`src/rtl/uart_arb_pkg.sv`:
```
// Shared types and widths for the UART TX round-robin arbiter.
package uart_arb_pkg;

    localparam int unsigned ID_W   = 3;
    localparam int unsigned WDOG_W = 24;
    localparam int unsigned GAP_W  = 8;
    localparam int unsigned BYTE_W = 8;

    typedef enum logic [1:0] {
        ST_IDLE = 2'd0,
        ST_SEND = 2'd1,
        ST_GAP  = 2'd2
    } arb_state_e;

    // Latched grant: who won and the byte being transmitted.
    typedef struct packed {
        logic [ID_W-1:0]   id;
        logic [BYTE_W-1:0] data;
    } grant_t;

    // Round-robin pointer advance: one past the winner, wrapping at n.
    function automatic logic [ID_W-1:0] rr_next(input logic [ID_W-1:0] cur,
                                               input int unsigned     n);
        return (32'(cur) == n - 1) ? '0 : cur + ID_W'(1);
    endfunction

endpackage

```
`src/rtl/uart_tx_arbiter_if.sv`:
```
// Requester and UART-side signals of the TX arbiter.
// slave = arbiter view, master = requesters/UART/monitor view.
interface uart_tx_arbiter_if
    import uart_arb_pkg::*;
#(
    parameter int unsigned NUM_REQ = 4
) ();

    logic [NUM_REQ-1:0]        req_valid;
    logic [BYTE_W*NUM_REQ-1:0] req_data;
    logic [NUM_REQ-1:0]        req_ack;
    logic                      uart_tx_req;
    logic [BYTE_W-1:0]         uart_tx_data;
    logic                      uart_tx_ready;
    logic [ID_W-1:0]           grant_id;
    logic                      busy;
    logic                      timeout_err;

    modport slave (
        input  req_valid, req_data, uart_tx_ready,
        output req_ack, uart_tx_req, uart_tx_data, grant_id, busy, timeout_err
    );

    modport master (
        output req_valid, req_data, uart_tx_ready,
        input  req_ack, uart_tx_req, uart_tx_data, grant_id, busy, timeout_err
    );

endinterface

```
`src/rtl/rr_pick.sv`:
```
// Combinational round-robin picker: first valid at or after ptr, wrapping.
module rr_pick
    import uart_arb_pkg::*;
#(
    parameter int unsigned NUM_REQ = 4
) (
    input  logic [NUM_REQ-1:0] valid_i,
    input  logic [ID_W-1:0]    ptr_i,
    output logic [ID_W-1:0]    winner_c_o,
    output logic               any_valid_c_o
);

    // Scan offsets from farthest to nearest so the nearest valid wins.
    always_comb begin
        winner_c_o    = '0;
        any_valid_c_o = |valid_i;
        for (int unsigned k = NUM_REQ; k > 0; k--) begin
            for (int unsigned i = 0; i < NUM_REQ; i++) begin
                if (valid_i[i] && (i == (32'(ptr_i) + k - 1) % NUM_REQ)) begin
                    winner_c_o = ID_W'(i);
                end
            end
        end
    end

endmodule

```
`src/rtl/uart_tx_arbiter.sv`:
```
// Round-robin arbiter sharing one UART transmitter among NUM_REQ byte sources.
// Optional watchdog on a lost tx_ready: define ARB_TX_TIMEOUT_EN.
module uart_tx_arbiter
    import uart_arb_pkg::*;
#(
    parameter int unsigned NUM_REQ        = 4,
    parameter int unsigned GAP_CYCLES     = 2
`ifdef ARB_TX_TIMEOUT_EN
    ,
    parameter int unsigned TIMEOUT_CYCLES = 2000000
`endif
) (
    input  logic              clk,
    input  logic              reset_n,
    uart_tx_arbiter_if.slave  bus
);

    localparam logic [GAP_W-1:0] GAP_LOAD = GAP_W'(GAP_CYCLES - 1);

    arb_state_e          state_q;
    logic [GAP_W-1:0]    gap_q;
    logic [ID_W-1:0]     ptr_q;
    grant_t              grant_q;
    logic                tx_req_q;
    logic [NUM_REQ-1:0]  ack_q;
    logic                busy_q;
    logic                tout_q;

    logic [ID_W-1:0]     winner;
    logic                any_valid;
    logic [BYTE_W-1:0]   win_byte;
    logic [NUM_REQ-1:0]  win_onehot;
    logic                wdog_hit;

    rr_pick #(.NUM_REQ(NUM_REQ)) u_pick (
        .valid_i       (bus.req_valid),
        .ptr_i         (ptr_q),
        .winner_c_o    (winner),
        .any_valid_c_o (any_valid)
    );

    // Select the winner's byte and build its ack one-hot.
    always_comb begin
        win_byte   = '0;
        win_onehot = '0;
        for (int unsigned i = 0; i < NUM_REQ; i++) begin
            if (winner == ID_W'(i)) begin
                win_byte      = bus.req_data[BYTE_W*i +: BYTE_W];
                win_onehot[i] = 1'b1;
            end
        end
    end

`ifdef ARB_TX_TIMEOUT_EN
    logic [WDOG_W-1:0] wdog_q;

    // Watchdog: cleared on SEND entry, counts every clock spent in SEND.
    always_ff @(posedge clk or negedge reset_n) begin
        if (!reset_n) begin
            wdog_q <= '0;
        end else if (state_q == ST_IDLE) begin
            wdog_q <= '0;
        end else if (state_q == ST_SEND) begin
            wdog_q <= wdog_q + WDOG_W'(1);
        end
    end

    assign wdog_hit = (state_q == ST_SEND) && (wdog_q == WDOG_W'(TIMEOUT_CYCLES - 1));
`else
    assign wdog_hit = 1'b0;
`endif

    // Arbiter FSM with registered UART, ack and status outputs.
    always_ff @(posedge clk or negedge reset_n) begin
        if (!reset_n) begin
            state_q  <= ST_GAP;
            gap_q    <= GAP_LOAD;
            ptr_q    <= '0;
            grant_q  <= '0;
            tx_req_q <= 1'b0;
            ack_q    <= '0;
            busy_q   <= 1'b1;
            tout_q   <= 1'b0;
        end else begin
            ack_q  <= '0;
            tout_q <= 1'b0;
            case (state_q)
                ST_IDLE: begin
                    if (any_valid) begin
                        grant_q.id   <= winner;
                        grant_q.data <= win_byte;
                        ack_q        <= win_onehot;
                        ptr_q        <= rr_next(winner, NUM_REQ);
                        tx_req_q     <= 1'b1;
                        busy_q       <= 1'b1;
                        state_q      <= ST_SEND;
                    end
                end
                ST_SEND: begin
                    if (bus.uart_tx_ready || wdog_hit) begin
                        tx_req_q <= 1'b0;
                        tout_q   <= !bus.uart_tx_ready;
                        gap_q    <= GAP_LOAD;
                        state_q  <= ST_GAP;
                    end
                end
                ST_GAP: begin
                    if (gap_q == '0) begin
                        busy_q  <= 1'b0;
                        state_q <= ST_IDLE;
                    end else begin
                        gap_q <= gap_q - GAP_W'(1);
                    end
                end
                default: begin
                    tx_req_q <= 1'b0;
                    gap_q    <= GAP_LOAD;
                    state_q  <= ST_GAP;
                end
            endcase
        end
    end

    assign bus.req_ack      = ack_q;
    assign bus.uart_tx_req  = tx_req_q;
    assign bus.uart_tx_data = grant_q.data;
    assign bus.grant_id     = grant_q.id;
    assign bus.busy         = busy_q;
    assign bus.timeout_err  = tout_q;

endmodule

```
`src/flat_wrapper.sv`:
```
// flat-port wrapper written by rule: the top's interface ports become plain ports
module uart_tx_arbiter_flat import uart_arb_pkg::*;
#(
    parameter int unsigned NUM_REQ        = 4,
    parameter int unsigned GAP_CYCLES     = 2

)
  (clk, reset_n, bus_req_valid, bus_req_data, bus_uart_tx_ready, bus_req_ack, bus_uart_tx_req, bus_uart_tx_data, bus_grant_id, bus_busy, bus_timeout_err);
  uart_tx_arbiter_if #(.NUM_REQ(NUM_REQ)) bus_i ();
  input  logic clk;
  input  logic reset_n;
  input wire logic [$bits(bus_i.req_valid)-1:0] bus_req_valid;
  input wire logic [$bits(bus_i.req_data)-1:0] bus_req_data;
  input wire logic [$bits(bus_i.uart_tx_ready)-1:0] bus_uart_tx_ready;
  output wire logic [$bits(bus_i.req_ack)-1:0] bus_req_ack;
  output wire logic [$bits(bus_i.uart_tx_req)-1:0] bus_uart_tx_req;
  output wire logic [$bits(bus_i.uart_tx_data)-1:0] bus_uart_tx_data;
  output wire logic [$bits(bus_i.grant_id)-1:0] bus_grant_id;
  output wire logic [$bits(bus_i.busy)-1:0] bus_busy;
  output wire logic [$bits(bus_i.timeout_err)-1:0] bus_timeout_err;
  assign bus_i.req_valid = bus_req_valid;
  assign bus_i.req_data = bus_req_data;
  assign bus_i.uart_tx_ready = bus_uart_tx_ready;
  assign bus_req_ack = bus_i.req_ack;
  assign bus_uart_tx_req = bus_i.uart_tx_req;
  assign bus_uart_tx_data = bus_i.uart_tx_data;
  assign bus_grant_id = bus_i.grant_id;
  assign bus_busy = bus_i.busy;
  assign bus_timeout_err = bus_i.timeout_err;
  uart_tx_arbiter #(.NUM_REQ(NUM_REQ), .GAP_CYCLES(GAP_CYCLES)) u_core (.clk(clk), .reset_n(reset_n), .bus(bus_i));
endmodule
```
`config.mk`:
```
export PLATFORM = sky130hd
export DESIGN_NAME = uart_tx_arbiter_flat
export DESIGN_NICKNAME = d
export VERILOG_FILES = /design/src/rtl/uart_arb_pkg.sv /design/src/rtl/uart_tx_arbiter_if.sv /design/src/rtl/rr_pick.sv /design/src/rtl/uart_tx_arbiter.sv /design/src/flat_wrapper.sv
export SDC_FILE = /design/constraint.sdc
export NUM_CORES = 1
export LEC_CHECK = 0
export BUFFER_PORTS_ARGS = -buffer_cell sky130_fd_sc_hd__buf_2
export CAP_MARGIN = 20
export CORE_MARGIN = 4
export CORE_UTILIZATION = 49
export CTS_CLUSTER_SIZE = 12
export DETAILED_ROUTE_END_ITERATION = 10
export HOLD_SLACK_MARGIN = 0.02
export PLACE_DENSITY_LB_ADDON = 0.05
export SLEW_MARGIN = 10
export SYNTH_ARGS = -nofsm -noshare
export SYNTH_HDL_FRONTEND = slang
export SYNTH_SLANG_ARGS = --single-unit
```
`constraint.sdc`:
```
create_clock -name clk -period 2.61 [get_ports clk]
set_input_delay 0.261 -clock clk [delete_from_list [all_inputs] [get_ports clk]]
set_output_delay 0.261 -clock clk [all_outputs]
set_load 0.005 [all_outputs]
```
==> results of run 1 <==
[synthesized netlist by cell type (all sizes together), types with 4 or more instances]
library cell / n / area, µm²
a21oi: 32 / 160
a22oi: 8 / 60.1
and2: 4 / 25.0
buf: 5 / 27.5
clkbuf: 7 / 26.3
dfrtp: 25 / 626
ha: 6 / 75.1
inv: 17 / 63.8
nand2: 10 / 37.5
nor2: 22 / 82.6
o21ai: 13 / 76.3
[layer usage]
layer  vias to the layer above  global-route usage  wire length, µm
met5                         -                   0                0
li1                        753                   -                -
met1                       687               0.249             1700
met2                        57               0.308             1770
met4                         0              0.0544               43
met3                         5              0.0444              287
[layout make-up]
cell class / count / area (µm²)
sequential: 28 / 704
timing repair buffer: 56 / 288
inverter: 17 / 63.8
tap: 44 / 55.1
clock buffer: 4 / 36.3
multi-input combinational: 130 / 802
fill: 279 / 1150
[repair_timing]
item / in CTS / in global routing
hold buffers: 1 / 0
resized for setup: 0 / 1
setup endpoints to repair: 0 / 8
hold endpoints to repair: 25 / 0
setup buffers: 0 / 0
[sequential cells by signal, indices dropped and copies added, names as in the netlist]
name / count
u_core.bus.uart_tx_req: 1
u_core.bus.uart_tx_data: 8
u_core.gap_q: 8
u_core.ptr_q: 2
u_core.bus.busy: 1
u_core.bus.req_ack: 4
u_core.bus.grant_id: 2
u_core.state_q: 2
[stage by stage]
| stage | total power, W | utilization | worst slack [ns] |
|---|---|---|---|
| after floorplan | 0.00156 | - | 0.315 |
| after global placement | 0.00185 | 0.611 | 0.221 |
| after CTS | 0.00212 | 0.626 | 0.0892 |
| final | 0.00212 | 0.628 | 0.243 |
| after detailed placement | 0.00190 | 0.611 | 0.108 |
| after global routing | 0.00233 | 0.628 | 0.0104 |
[power groups by stage]
stage,Clock [W],Sequential (W),Combinational [W]
global placement,0,0.000792,0.00106
CTS,0.000223,0.000793,0.00111
detailed placement,0,0.000799,0.00110
global route,0.000245,0.000828,0.00126
floorplan,0,0.000774,0.000788
finish,0.000215,0.000799,0.00110
[critical path, cell delays in order, from the launching register on]
cell	delay, ns
dfrtp_1	0.42
inv_1	0.07
a22o_1	0.24
a221oi_2	0.39
inv_1	0.12
ha_1	0.41
a21oi_1	0.23
o21ai_0	0.11
a22oi_1	0.17
a21oi_1	0.10
[cell families (layout without fill, tap and decap cells)]
kind of cell | count (synthesis) | in the layout | synth area share
DFF | 28 | 28 | 0.436
other | 1 | 2 | 0.00232
and+or+nand+nor | 52 | 52 | 0.165
AOI/OAI and AO/OA | 66 | 66 | 0.252
buffers and inverters | 29 | 77 | 0.0729
adders and majority gates | 6 | 6 | 0.0465
muxes | 2 | 2 | 0.0140
xor gates and xnor gates | 2 | 2 | 0.0109
[path summary, 6_finish.rpt]
kind                                        from                    endpoint  slack [ns]  depth (start not counted)
worst min-delay path            bus_req_data[25]  u_core.bus.uart_tx_data[1]        0.25                          3
min in group asynchronous                reset_n      u_core.bus.grant_id[0]        0.45                          2
max in group asynchronous                reset_n             u_core.gap_q[5]        1.75                          2
worst max register to register   u_core.ptr_q[0]  u_core.bus.uart_tx_data[0]        0.24                          9
worst min register to register   u_core.bus.busy             u_core.bus.busy        0.51                          2
worst max-delay path             u_core.ptr_q[0]  u_core.bus.uart_tx_data[0]        0.24                          9
==> results.cfg, run 1 <==
[outcome]
outcome = finished, final reports clean

[power]
switching_share = 0.431
p_clk_frac = 0.101
seqPwrFrac = 0.377
power.net_switching_w = 0.000912
leakage_nw = 0.954
power_density_nw_per_um2 = 1090
ir_worst_vdd_mv = 0.469
combPwrFrac = 0.521
p_int_w = 0.00120

[cells_and_area]
drive_gt1_frac = 0.315
fin_cells = 279
final_nets = 281
most-common-layout-cells = buf_2, a21oi_1, dfrtp_1, nor2_1, inv_1
mostFrequentLayoutCell = buf_2
syn_to_final_growth_pct = 20.8
finish.instance_area_um2 = 1950
antenna_cells = 0

[global_route]
overflow = 0
grt_pass1_wl_um = 6200
track_usage = 0.189
antenna_found_initial = 0
grt_start_max_net_pins = 29
grt_pass1_vias = 1363

[timing]
final.setup_skew_ns = 0.00467
slew_headroom = 0.585
worst_pin_slew_ns = 0.623
rsz0062_at_grt = no
setup_violations = 0
finalCriticalPeriod_ns = 2.37
hold_slack_ns = 0.247
fin_tns_setup_ns = 0
fin_crit_sh = 0.907
slew_violations = 0
clock.fmax_ghz = 0.423
finalHoldViolCount = 0

[placed_design]
dp.cells = 274
globalplace.congestion = 0.860
numPortBuffers = 54
hpwl_um = 2870
placed_cell_area_um2 = 1900

[worst_setup_path]
path_max_fanout = 17
crit_arrival_ns = 2.59
cp.required_ns = 2.83
end_kind = flip-flop
path_class = reg -> reg
start_kind = flip-flop

[route]
drt-vias-per-instance = 5.38
drc = 0
vias = 1502
detail_route.wl_per_cell_um = 13.6
ant_nets = 0
drtIter0Drc = 99
drt_wl_total_um = 3800
first_pass_iters = 4

[floorplanning]
io_pins = 57
start_util = 0.520
core_area_um2 = 3100
die-height_um = 65.4
die_area_um2 = 4280
dieWidth_um = 65.4
num_rows = 20

[clock_tree]
htreeDepth = 1
cts_buffer_depth = 2
path_clk_slew_ns = 0.15
cts_tree = done
cts_buffers = 3
clockRootBuffer = clkbuf_4
clk_latency_ns = 0.33
numClockSinks = 28

[synth]
async_flop_share = 1.00
avgSynthCellArea_um2 = 8.68
yosys.cell_types.count = 42
synthCells = 186
ys_seq_area_frac = 0.436
syn-cell-area_um2 = 1610
synth-edff-count = 0
synthFlopType = dfrtp_1
synth-seq-cells = 28
yosys_warnings = 0

[hold_path]
hold_class = in -> reg

[flow_run]
drv_cap = 0
Note: power is estimated with default switching activity, not from simulation.
==> run 2, diff against run 1 <==
--- a/config.mk
+++ b/config.mk
@@ -12,7 +12,7 @@
 export CTS_CLUSTER_SIZE = 12
 export DETAILED_ROUTE_END_ITERATION = 10
 export HOLD_SLACK_MARGIN = 0.02
-export PLACE_DENSITY_LB_ADDON = 0.05
+export PLACE_DENSITY = 0.88
 export SLEW_MARGIN = 10
 export SYNTH_ARGS = -nofsm -noshare
 export SYNTH_HDL_FRONTEND = slang
==> run 2 against run 1 <==
Flip-flop and latch count stayed put. Non-clock buffer count stayed put. Sequential share of layout area is 0.50 points lower. Cell area is 1.4% higher. Register-to-register slack better by 0.04 ns. Clock-buffer cell count is 1 lower. Combinational power hardly changed. First-iteration DRC count is 16% lower. Worst setup slack better by 0.036 ns. Critical path depth stayed put. Maximum frequency is 1.5% higher. Clock skew is 0.0028 ns higher. Largest power group unchanged. Highest routed layer unchanged.
==> results.cfg, run 2 (synthesized netlist as in run 1, its figures left out) <==
[timing]
finalCriticalPeriod_ns = 2.33
fin_crit_sh = 0.893
rsz0062_at_grt = no
slew_violations = 0
fin_tns_setup_ns = 0
final.setup_skew_ns = 0.00748
hold_slack_ns = 0.241
clock.fmax_ghz = 0.429
finalHoldViolCount = 0
slew_headroom = 0.449
setup_violations = 0
worst_pin_slew_ns = 0.822

[cells_and_area]
mostFrequentLayoutCell = buf_2
finish.utilization = 0.637
antenna_cells = 0
seq_area_um2 = 704
drive_gt1_frac = 0.315
most-common-layout-cells = buf_2, a21oi_1, dfrtp_1, nor2_1, inv_1
fill_cells = 295
multiInputGateArea_um2 = 813
final_nets = 281
syn_to_final_growth_pct = 22.5

[floorplanning]
num_rows = 20
die-height_um = 65.4
core_area_um2 = 3100
die_area_um2 = 4280
io_pins = 57
dieWidth_um = 65.4
start_util = 0.520

[global_route]
grt_pass1_wl_um = 5950
track_usage = 0.177
grt_start_max_net_pins = 29
grt_pass1_vias = 1404
antenna_found_initial = 0
overflow = 0

[power]
power_density_nw_per_um2 = 1110
leakage_nw = 0.963
power_w = 0.00219
ir_worst_vdd_mv = 0.847

[clock_tree]
cts_buffers = 3
numClockSinks = 28
path_clk_slew_ns = 0.15
clk_latency_ns = 0.33
htreeDepth = 1
clockRootBuffer = clkbuf_4
cts_buffer_depth = 2
cts_tree = done

[worst_setup_path]
path_max_fanout = 17
cp.required_ns = 2.80
cp.depth = 9
r2r.worst_path.cells = 9
r2r-start = u_core.ptr_q[0]
path_delay_family = compound AO/OA/AOI/OAI gates
end_kind = flip-flop
critPathMaxStageDelay_ns = 0.41
worst_path_max_delay_cell = dfrtp_1
r2r-end = u_core.bus.uart_tx_data[5]
crit_arrival_ns = 2.52
start_kind = flip-flop
path_class = reg -> reg
cp_num_buf_inv = 2
path_cells = inv_1 -> a22o_1 -> a221oi_4 -> inv_1 -> ha_1 -> a21oi_1 -> o21ai_0 -> a22oi_1 -> a21oi_1
reg2reg_setup_slack_ns = 0.28
critPathLaunch = u_core.ptr_q[0]
endpoint = u_core.bus.uart_tx_data[5]

[route]
vias = 1526
detail_route.wl_per_cell_um = 13.6
drc = 0
drt-vias-per-instance = 5.47
drt_wl_total_um = 3790
first_pass_iters = 4
drtIter0Drc = 83
ant_nets = 0

[placed_design]
globalplace.congestion = 0.912
numPortBuffers = 54
hpwl_um = 2860

[hold_path]
hold_class = in -> reg

[flow_run]
drv_cap = 0

[outcome]
outcome = finished, final reports clean
-- run 2: cell types whose count changed in the layout (fill, tap and decap cells not counted), sizes merged --
cell,change
bufinv,+1
clkbuf,-1
-- run 2: through the flow --
step	setup slack, ns	std cells	instance area [µm²]
floorplan	0.315	187	1620
finish	0.279	279	1980
CTS	0.0201	279	1960
detailed placement	0.0326	274	1900
global route	0.0723	279	1980
global placement	0.249	274	1900
-- run 2: cell type report --
class	count	share of cell area
clock buffer	3	0.0114
sequential	28	0.356
clock inverter	1	0.0152
multi-input combinational	130	0.411
timing repair buffer	56	0.146
inverter	17	0.0323
tap	44	0.0278
-- run 2: per-layer routing --
metal	share of wire	GRT usage
met1	0.41	0.203
met2	0.54	0.330
met3	0.040	0.0376
met4	0.013	0.0466
met5	0	0
-- run 2: worst min path at each step --
stage	cells after the start	to	start
after detailed placement	1	u_core.gap_q[1]	reset_n
final	3	u_core.bus.uart_tx_data[6]	bus_req_data[30]
after global routing	3	u_core.bus.uart_tx_data[4]	bus_req_data[28]
after CTS	3	u_core.bus.uart_tx_data[6]	bus_req_data[30]
after floorplan	0	u_core.bus.grant_id[0]	reset_n
after global placement	1	u_core.gap_q[7]	reset_n
-- run 2: worst register-to-register path: stages, from the launching register on --
cell,delay [ns]
dfrtp_1,0.41
inv_1,0.07
a22o_1,0.26
a221oi_4,0.33
inv_1,0.13
ha_1,0.41
a21oi_1,0.21
o21ai_0,0.11
a22oi_1,0.16
a21oi_1,0.10
-- run 2: power by group --
part / switching, W / internal, W / leakage (nW)
registers: 0.000164 / 0.000634 / 0.339
logic: 0.000618 / 0.000492 / 0.596
clock network: 0.000126 / 0.000155 / 0.0279
total: 0.000908 / 0.00128 / 0.963
-- run 2: timing repair --
item                                   4_1_cts  5_1_grt
hold buffers                                 1        0
setup buffers                                0        0
setup endpoints to repair                    0        8
endpoints found under the hold margin       25        0
resized for setup                            0        2
